### src/rtl/tx_framing_ctrl_pkg.sv
// Control-code constants shared with the downstream symbol mux, plus the
// framing FSM state encoding and a small saturating-increment helper.
package tx_framing_ctrl_pkg;

    localparam logic [3:0] CTL_COM  = 4'd0;
    localparam logic [3:0] CTL_PAD  = 4'd1;
    localparam logic [3:0] CTL_SKP  = 4'd2;
    localparam logic [3:0] CTL_STP  = 4'd3;
    localparam logic [3:0] CTL_SDP  = 4'd4;
    localparam logic [3:0] CTL_END  = 4'd5;
    localparam logic [3:0] CTL_EDB  = 4'd6;
    localparam logic [3:0] CTL_FTS  = 4'd7;
    localparam logic [3:0] CTL_IDL  = 4'd8;
    localparam logic [3:0] CTL_DATA = 4'd9;

    typedef enum logic [2:0] {
        ST_IDLE    = 3'd0,
        ST_SKP_COM = 3'd1,
        ST_SKP_SYM = 3'd2,
        ST_DATA    = 3'd3,
        ST_END     = 3'd4,
        ST_DRAIN   = 3'd5
    } state_t;

    function automatic logic [7:0] sat_inc8(input logic [7:0] v);
        return (v == 8'hFF) ? v : v + 8'd1;
    endfunction

endpackage

### src/rtl/tx_framing_ctrl_skp.sv
// Free-running SKP interval timer; raises a sticky request on every wrap.
// Wraps while a request is outstanding are absorbed rather than queued.
module skp_interval_timer
    import tx_framing_ctrl_pkg::*;
#(
    parameter int SKP_INTERVAL = 1180
) (
    input  logic CLK,
    input  logic RESET_L,
    input  logic clear,
    output logic pending
);

    localparam logic [15:0] LAST = 16'(SKP_INTERVAL - 1);

    logic [15:0] count;
    logic        wrap;

    assign wrap = (count == LAST);

    always_ff @(posedge CLK or negedge RESET_L) begin
        if (!RESET_L) begin
            count   <= 16'd0;
            pending <= 1'b0;
        end else begin
            count <= wrap ? 16'd0 : count + 16'd1;
            // A wrap landing on the service cycle is treated as absorbed.
            if (clear)
                pending <= 1'b0;
            else if (wrap)
                pending <= 1'b1;
        end
    end

endmodule

### src/rtl/tx_framing_ctrl.sv
// Transmit framing controller: wraps a byte stream in STP/DATA/END, flags
// underruns with EDB, and inserts COM+SKP ordered sets between packets.
module tx_framing_ctrl
    import tx_framing_ctrl_pkg::*;
#(
    parameter int SKP_INTERVAL = 1180,
    parameter int SKP_COUNT    = 3
) (
    input  logic       CLK,
    input  logic       RESET_L,
    input  logic [7:0] DATA_IN,
    input  logic       DATA_VALID,
    input  logic       DATA_LAST,
    output logic       DATA_READY,
    output logic [3:0] CONTROL,
    output logic [7:0] TX_BUFFER,
    output logic [7:0] ABORT_CNT,
    output logic [2:0] FSM_STATE
);

    localparam logic [2:0] SKP_LAST = 3'(SKP_COUNT);

    state_t     state, state_nx;
    logic [3:0] control_nx;
    logic [7:0] tx_nx;
    logic [7:0] abort_nx;
    logic [2:0] skp_cnt, skp_cnt_nx;
    logic       skp_pending, skp_clear, xfer;

    skp_interval_timer #(.SKP_INTERVAL(SKP_INTERVAL)) u_skp (
        .CLK     (CLK),
        .RESET_L (RESET_L),
        .clear   (skp_clear),
        .pending (skp_pending)
    );

    // Handshake: a byte moves on any posedge where DATA_VALID & DATA_READY;
    // DATA_READY is a pure state decode and never looks at DATA_VALID.
    assign DATA_READY = (state == ST_DATA) || (state == ST_DRAIN);
    assign xfer       = DATA_VALID & DATA_READY;
    assign FSM_STATE  = state;

    always_comb begin
        state_nx   = state;
        control_nx = CONTROL;
        tx_nx      = TX_BUFFER;
        abort_nx   = ABORT_CNT;
        skp_cnt_nx = skp_cnt;
        skp_clear  = 1'b0;
        case (state)
            ST_IDLE: begin
                if (skp_pending) begin
                    control_nx = CTL_COM;
                    skp_clear  = 1'b1;
                    state_nx   = ST_SKP_COM;
                end else if (DATA_VALID) begin
                    control_nx = CTL_STP;
                    state_nx   = ST_DATA;
                end else begin
                    control_nx = CTL_IDL;
                end
            end
            ST_SKP_COM: begin
                control_nx = CTL_SKP;
                skp_cnt_nx = 3'd1;
                state_nx   = ST_SKP_SYM;
            end
            ST_SKP_SYM: begin
                if (skp_cnt == SKP_LAST) begin
                    control_nx = CTL_IDL;
                    state_nx   = ST_IDLE;
                end else begin
                    control_nx = CTL_SKP;
                    skp_cnt_nx = skp_cnt + 3'd1;
                end
            end
            ST_DATA: begin
                if (xfer) begin
                    control_nx = CTL_DATA;
                    tx_nx      = DATA_IN;
                    if (DATA_LAST)
                        state_nx = ST_END;
                end else begin
                    control_nx = CTL_EDB;
                    abort_nx   = sat_inc8(ABORT_CNT);
                    state_nx   = ST_DRAIN;
                end
            end
            ST_END: begin
                control_nx = CTL_END;
                state_nx   = ST_IDLE;
            end
            ST_DRAIN: begin
                // Remainder of an aborted packet is swallowed silently.
                control_nx = CTL_IDL;
                if (xfer && DATA_LAST)
                    state_nx = ST_IDLE;
            end
            default: begin
                control_nx = CTL_IDL;
                state_nx   = ST_IDLE;
            end
        endcase
    end

    always_ff @(posedge CLK or negedge RESET_L) begin
        if (!RESET_L) begin
            state     <= ST_IDLE;
            CONTROL   <= CTL_IDL;
            TX_BUFFER <= 8'd0;
            ABORT_CNT <= 8'd0;
            skp_cnt   <= 3'd0;
        end else begin
            state     <= state_nx;
            CONTROL   <= control_nx;
            TX_BUFFER <= tx_nx;
            ABORT_CNT <= abort_nx;
            skp_cnt   <= skp_cnt_nx;
        end
    end

endmodule
### config.mk
export PLATFORM = sky130hd
export DESIGN_NAME = tx_framing_ctrl
export DESIGN_NICKNAME = d
export VERILOG_FILES = /design/src/rtl/tx_framing_ctrl_pkg.sv /design/src/rtl/tx_framing_ctrl_skp.sv /design/src/rtl/tx_framing_ctrl.sv
export SDC_FILE = /design/constraint.sdc
export NUM_CORES = 1
export LEC_CHECK = 0
export BUFFER_PORTS_ARGS = -buffer_cell sky130_fd_sc_hd__buf_4
export CORE_ASPECT_RATIO = 1.5
export CORE_MARGIN = 2
export CORE_UTILIZATION = 41
export CTS_CLUSTER_SIZE = 14
export DETAILED_ROUTE_END_ITERATION = 10
export PLACE_DENSITY = 0.61
export SYNTH_ARGS = -nofsm -noshare
export SYNTH_HDL_FRONTEND = slang
export SYNTH_SLANG_ARGS = --single-unit
export TNS_END_PERCENT = 20
### constraint.sdc
create_clock -name CLK -period 2.15 [get_ports CLK]
set_input_delay 0.215 -clock CLK [delete_from_list [all_inputs] [get_ports CLK]]
set_output_delay 0.215 -clock CLK [all_outputs]
set_load 0.01 [all_outputs]
==> metrics.sh <==
STATUS='completed'
ANTENNA_CELLS_INSERTED=0
ENDPOINT_KIND='register'
ARRIVAL_NS=1.91
VIAS_PER_CELL=5.213
CTS_MADE_BUFFERS=5
IRDROPWORSTVDD_mV=0.6861
VIA_COUNT=1517
SYNTH_TOP_FAMILY_BY_AREA='simple AND/OR/NAND/NOR gates'
TIMING.FINAL.HOLD_VIOLATIONS=0
DIE_W_UM=62.15
AVGSYNTHCELLAREA_UM2=11.24
SETUP_TOTAL_NEGATIVE_SLACK_NS=0
DIE_HEIGHT_UM=91.22
FINISH.CELL_COUNT_WITHOUT_FILLERS=291
GP_CONGESTION=0.7911
TOTAL_STANDARD_CELL_AREA_AFTER_SYNTHESIS_UM2=2079
SETUP_VIOL=0
POWER.LEAKAGE_nW=1.204
SYN-NUM-NETS=201
WORST-PATH-MAX-FANOUT=11
P_PER_AREA_nW_PER_UM2=1178
PRE_CTS_SLACK_NS=0.4153
FINALCLOCKSKEW_NS=0.003818
GRT.BUSIEST_LAYER='met2'
CTS.HTREE.LEVELS=2
NUMBER_OF_ANTENNA_VIOLATIONS_AT_THE_FIRST_CHECK_IN_GLOBAL_ROUTING=0
MIN_PATH_TYPE='in -> reg'
CORE_AREA_UM2=4848
GRT_USE_MET3_PCT=3.965
HOLDPATHSTAGES=2
SYNTH.DISTINCT_CELLS=46
CRIT_PATH_MAX_INCR_DELAY_NS=0.56
FLOORPLAN.INITIALDENSITY_PCT=42.89
TIMING.CRITICAL_PATH.FROM_TYPE='register'
MET1_RESOURCE_USE_GR_PCT=19.84
FIRST_ITER_VIOLATIONS=46
MUXSHAREOFSYNTHAREA_PCT=7.882
WORSTREGTOREGCELLS=3
WL_PER_CELL_UM=14.19
MAX_SLEW.WORST_PIN.SLEW_NS=0.5429
CTS.SINKS=43
RSZ0062_AT_GRT='no'
TIMING.HOLD.WORST_ENDPOINT='TX_BUFFER[6]$_DFFE_PN0P_'
DETAILED_PLACE_HPWL_MM=2.992
POST_SYNTHESIS_COMPOUND_GATE_AREA_FRACTION_PCT=10.83
YOSYS.AREA_SHARE.SIMPLE_PCT=17.45
RELSLEWSLACK_PCT=63.81
FINALMAXSLEWVIOLATIONS=0
CELL_TYPE_WITH_THE_HIGHEST_AGGREGATE_AREA_IN_THE_NETLIST='dfrtp_1'
SYNTH_SEQ_AREA_SHARE_PCT=51.81
DRC_ERRORS=0
MIN_PERIOD_NS=1.730
CAP_VIOLATIONS=0
CTS_BUFFER_DEPTH=2
POSTSYNTHCELLCOUNT=185
RR_STARTPOINT='FSM_STATE[1]$_DFFE_PN0P_'
CP_DATA_REQUIRED_TIME_NS=2.33
CRIT_PATH_CELL_TRACE='nand2b_1, or3_1, mux2_4'
GRT_MAX_DEGREE=44
SYNTH_LARGEST_TYPE_AREA_FRACTION_PCT=50.54
TIMING.RR.END='TX_BUFFER[3]$_DFFE_PN0P_'
CRIT_TYPE='reg -> reg'
WORSTSKEWPAIRLATENCY_NS=0.29
YS_SEQ_ELEMENTS=43
TIMING.CRITICAL_PATH.SLOWEST_STAGE_CELL='or3_1'
POST_SYNTH_FA_HA_MAJ_AREA_FRACTION_PCT=2.407
TOTAL_DETAILED_ROUTING_WIRELENGTH_MM=4.128
CTS_ROOT_BUF='clkbuf_8'
CTS_SETUP_BUFFERS=0
NFILLCELLS=448
DRIVE_GT1_SHARE_PCT=26.67
SYNTHXORXNORAREAFRAC_PCT=6.318
DESIGN.FINAL.NETS=240
SYNTH_EDF_COUNT=0
TIMING.HOLD.WORST.START='DATA_IN[6]'
AREA_GROWTH_SYN_TO_LAYOUT_PCT=22.68
NUMBER_OF_GLOBAL_ROUTE_VIAS_BEFORE_REPAIR=1504
OVERALL_OVERFLOW_REMAINING_AFTER_GLOBAL_ROUTE=0
ANT_NETS=0
REG2REG_SETUP_SLACK_NS=0.42
POST-PLACE-CELLS=282
SYNTH_ASYNC_SR_FLOP_SHARE_PCT=100.0
YOSYSWARNINGCOUNT=0
DR.PASS1.ITERS=4
WORST_SETUP_HOLD_PATH_CLK_SLEW_NS=0.08
SYNTH.TOP_CELLS.BY_AREA='dfrtp_1 51%, mux2_4 5.8%, xnor2_1 4.6%, nand3_1 3.1%, a21oi_1 2.4%'
DIE_AREA_UM2=5669
MIN_PERIOD_OVER_PERIOD_PCT=80.47
WIRE_LENGTH_OF_THE_FIRST_GLOBAL_ROUTING_PASS_MM=7.127
COMMONEST_REGISTER_CELL_AFTER_SYNTHESIS='dfrtp_1'
NUM_ROWS=31
GR-USAGE-ALL-LAYERS_PCT=15.87
FINAL_WORST_PATH_SETUP_SLACK_NS=0.4200
GRTUSAGEMET2_PCT=25.63
MAXCLOCKFREQUENCY_MHz=578.0
TRITONCTS_CLOCK_TREE='built'
IO_PINS=36
PORT_BUFFERS=35
cell usage in the layout, fill, tap and decap left out, types with 2 or more instances in the layout:
cell type / instances
nand4_1: 3
nand2b_1: 5
buf_4: 38
ha_1: 4
and3_1: 6
xor2_1: 4
o21ai_0: 6
xnor2_1: 11
nand3_1: 13
and4_1: 3
clkbuf_8: 5
nor4bb_1: 2
a31oi_1: 3
nor2b_1: 2
o21a_1: 5
nor4b_1: 3
mux2_2: 2
nor2_1: 9
dfrtp_1: 42
a211oi_1: 2
mux2_4: 8
a22oi_1: 2
inv_1: 7
nand2_1: 6
a21oi_1: 10
bufinv_16: 2
stage by stage:
step	hold WS, ns	utilization (%)	area (um^2)	total power, mW
3_5_place_dp	0.2407	49.68	2409	2.304
4_1_cts	0.1391	52.62	2551	3.049
3_3_place_gp	0.2376	49.68	2409	2.290
2_1_floorplan	-0.08059	-	2079	1.842
5_1_grt	0.1369	52.62	2551	3.210
6_report	0.1486	52.62	2551	3.004
metal layers:
metal | wire, um | vias to the layer above | share of wire (%)
met5 | 0 | - | 0
met4 | 111 | 0 | 2.7
met1 | 1779 | 744 | 43
met2 | 2134 | 22 | 52
li1 | - | 741 | -
met3 | 103 | 10 | 2.5
power by group:
| group | internal (mW) | switching [mW] | leakage [nW] |
|---|---|---|---|
| sequential | 1.01 | 0.163 | 0.548 |
| combinational | 0.600 | 0.503 | 0.591 |
| clock | 0.464 | 0.268 | 0.0654 |
worst max-delay path: cells and delay by family (launching register included):
kind	cells	cell delay, ns
flops	1	0.52
simple gates	2	0.71
mux	1	0.38
cell type report:
| class | count | area, um^2 | area share, % |
|---|---|---|---|
| repair buffers | 39 | 295.3 | 11.57 |
| flip-flops and latches | 43 | 1077 | 42.23 |
| clock buffers | 6 | 72.57 | 2.845 |
| inverters | 8 | 30.03 | 1.177 |
| multi-input cells | 127 | 933.4 | 36.59 |
| clock inverters | 2 | 60.06 | 2.354 |
| well taps | 66 | 82.58 | 3.237 |
cells by family after synthesis:
logic type | after synthesis
xor gates and xnor gates | 15
adders and majority gates | 4
muxes | 12
and+or+nand+nor | 61
AOI/OAI and AO/OA | 35
DFF | 43
buffers and inverters | 15
synth_stat cells (2+ instances only):
cell type / number
dfrtp_1: 42
nand3_1: 13
xnor2_1: 11
a21oi_1: 10
nor2_1: 9
mux2_4: 8
inv_1: 7
and3_1: 6
nand2_1: 6
o21ai_0: 6
nand2b_1: 5
o21a_1: 5
buf_2: 4
ha_1: 4
xor2_1: 4
a31oi_1: 3
and4_1: 3
nand4_1: 3
nor4b_1: 3
a211oi_1: 2
a22oi_1: 2
clkbuf_1: 2
mux2_2: 2
nor2b_1: 2
nor4bb_1: 2
timing repair:
| item | in CTS | in global routing |
|---|---|---|
| hold buffers | 1 | 0 |
| gates resized for setup | 0 | 0 |
| hold endpoints to repair | 42 | 0 |
worst max-delay path by stage:
stage / start / to / slack [ns] / cells after the start
3_5_place_dp: FSM_STATE[1]$_DFFE_PN0P_ / TX_BUFFER[0]$_DFFE_PN0P_ / 0.42 / 3
4_1_cts: FSM_STATE[2]$_DFFE_PN0P_ / TX_BUFFER[3]$_DFFE_PN0P_ / 0.40 / 3
5_1_grt: FSM_STATE[1]$_DFFE_PN0P_ / TX_BUFFER[1]$_DFFE_PN0P_ / 0.34 / 3
6_report: FSM_STATE[1]$_DFFE_PN0P_ / TX_BUFFER[3]$_DFFE_PN0P_ / 0.42 / 3
2_1_floorplan: skp_cnt[0]$_DFFE_PN0P_ / skp_cnt[2]$_DFFE_PN0P_ / 0.62 / 5
3_3_place_gp: FSM_STATE[2]$_DFFE_PN0P_ / TX_BUFFER[7]$_DFFE_PN0P_ / 0.47 / 3
state kept, by name (all words and copies together), names as in the netlist:
name and count:
CONTROL 4, u_skp.count 16, u_skp.pending 1, skp_cnt 3, ABORT_CNT 8, FSM_STATE 3, TX_BUFFER 8
Note: power is estimated with default switching activity, not from simulation.
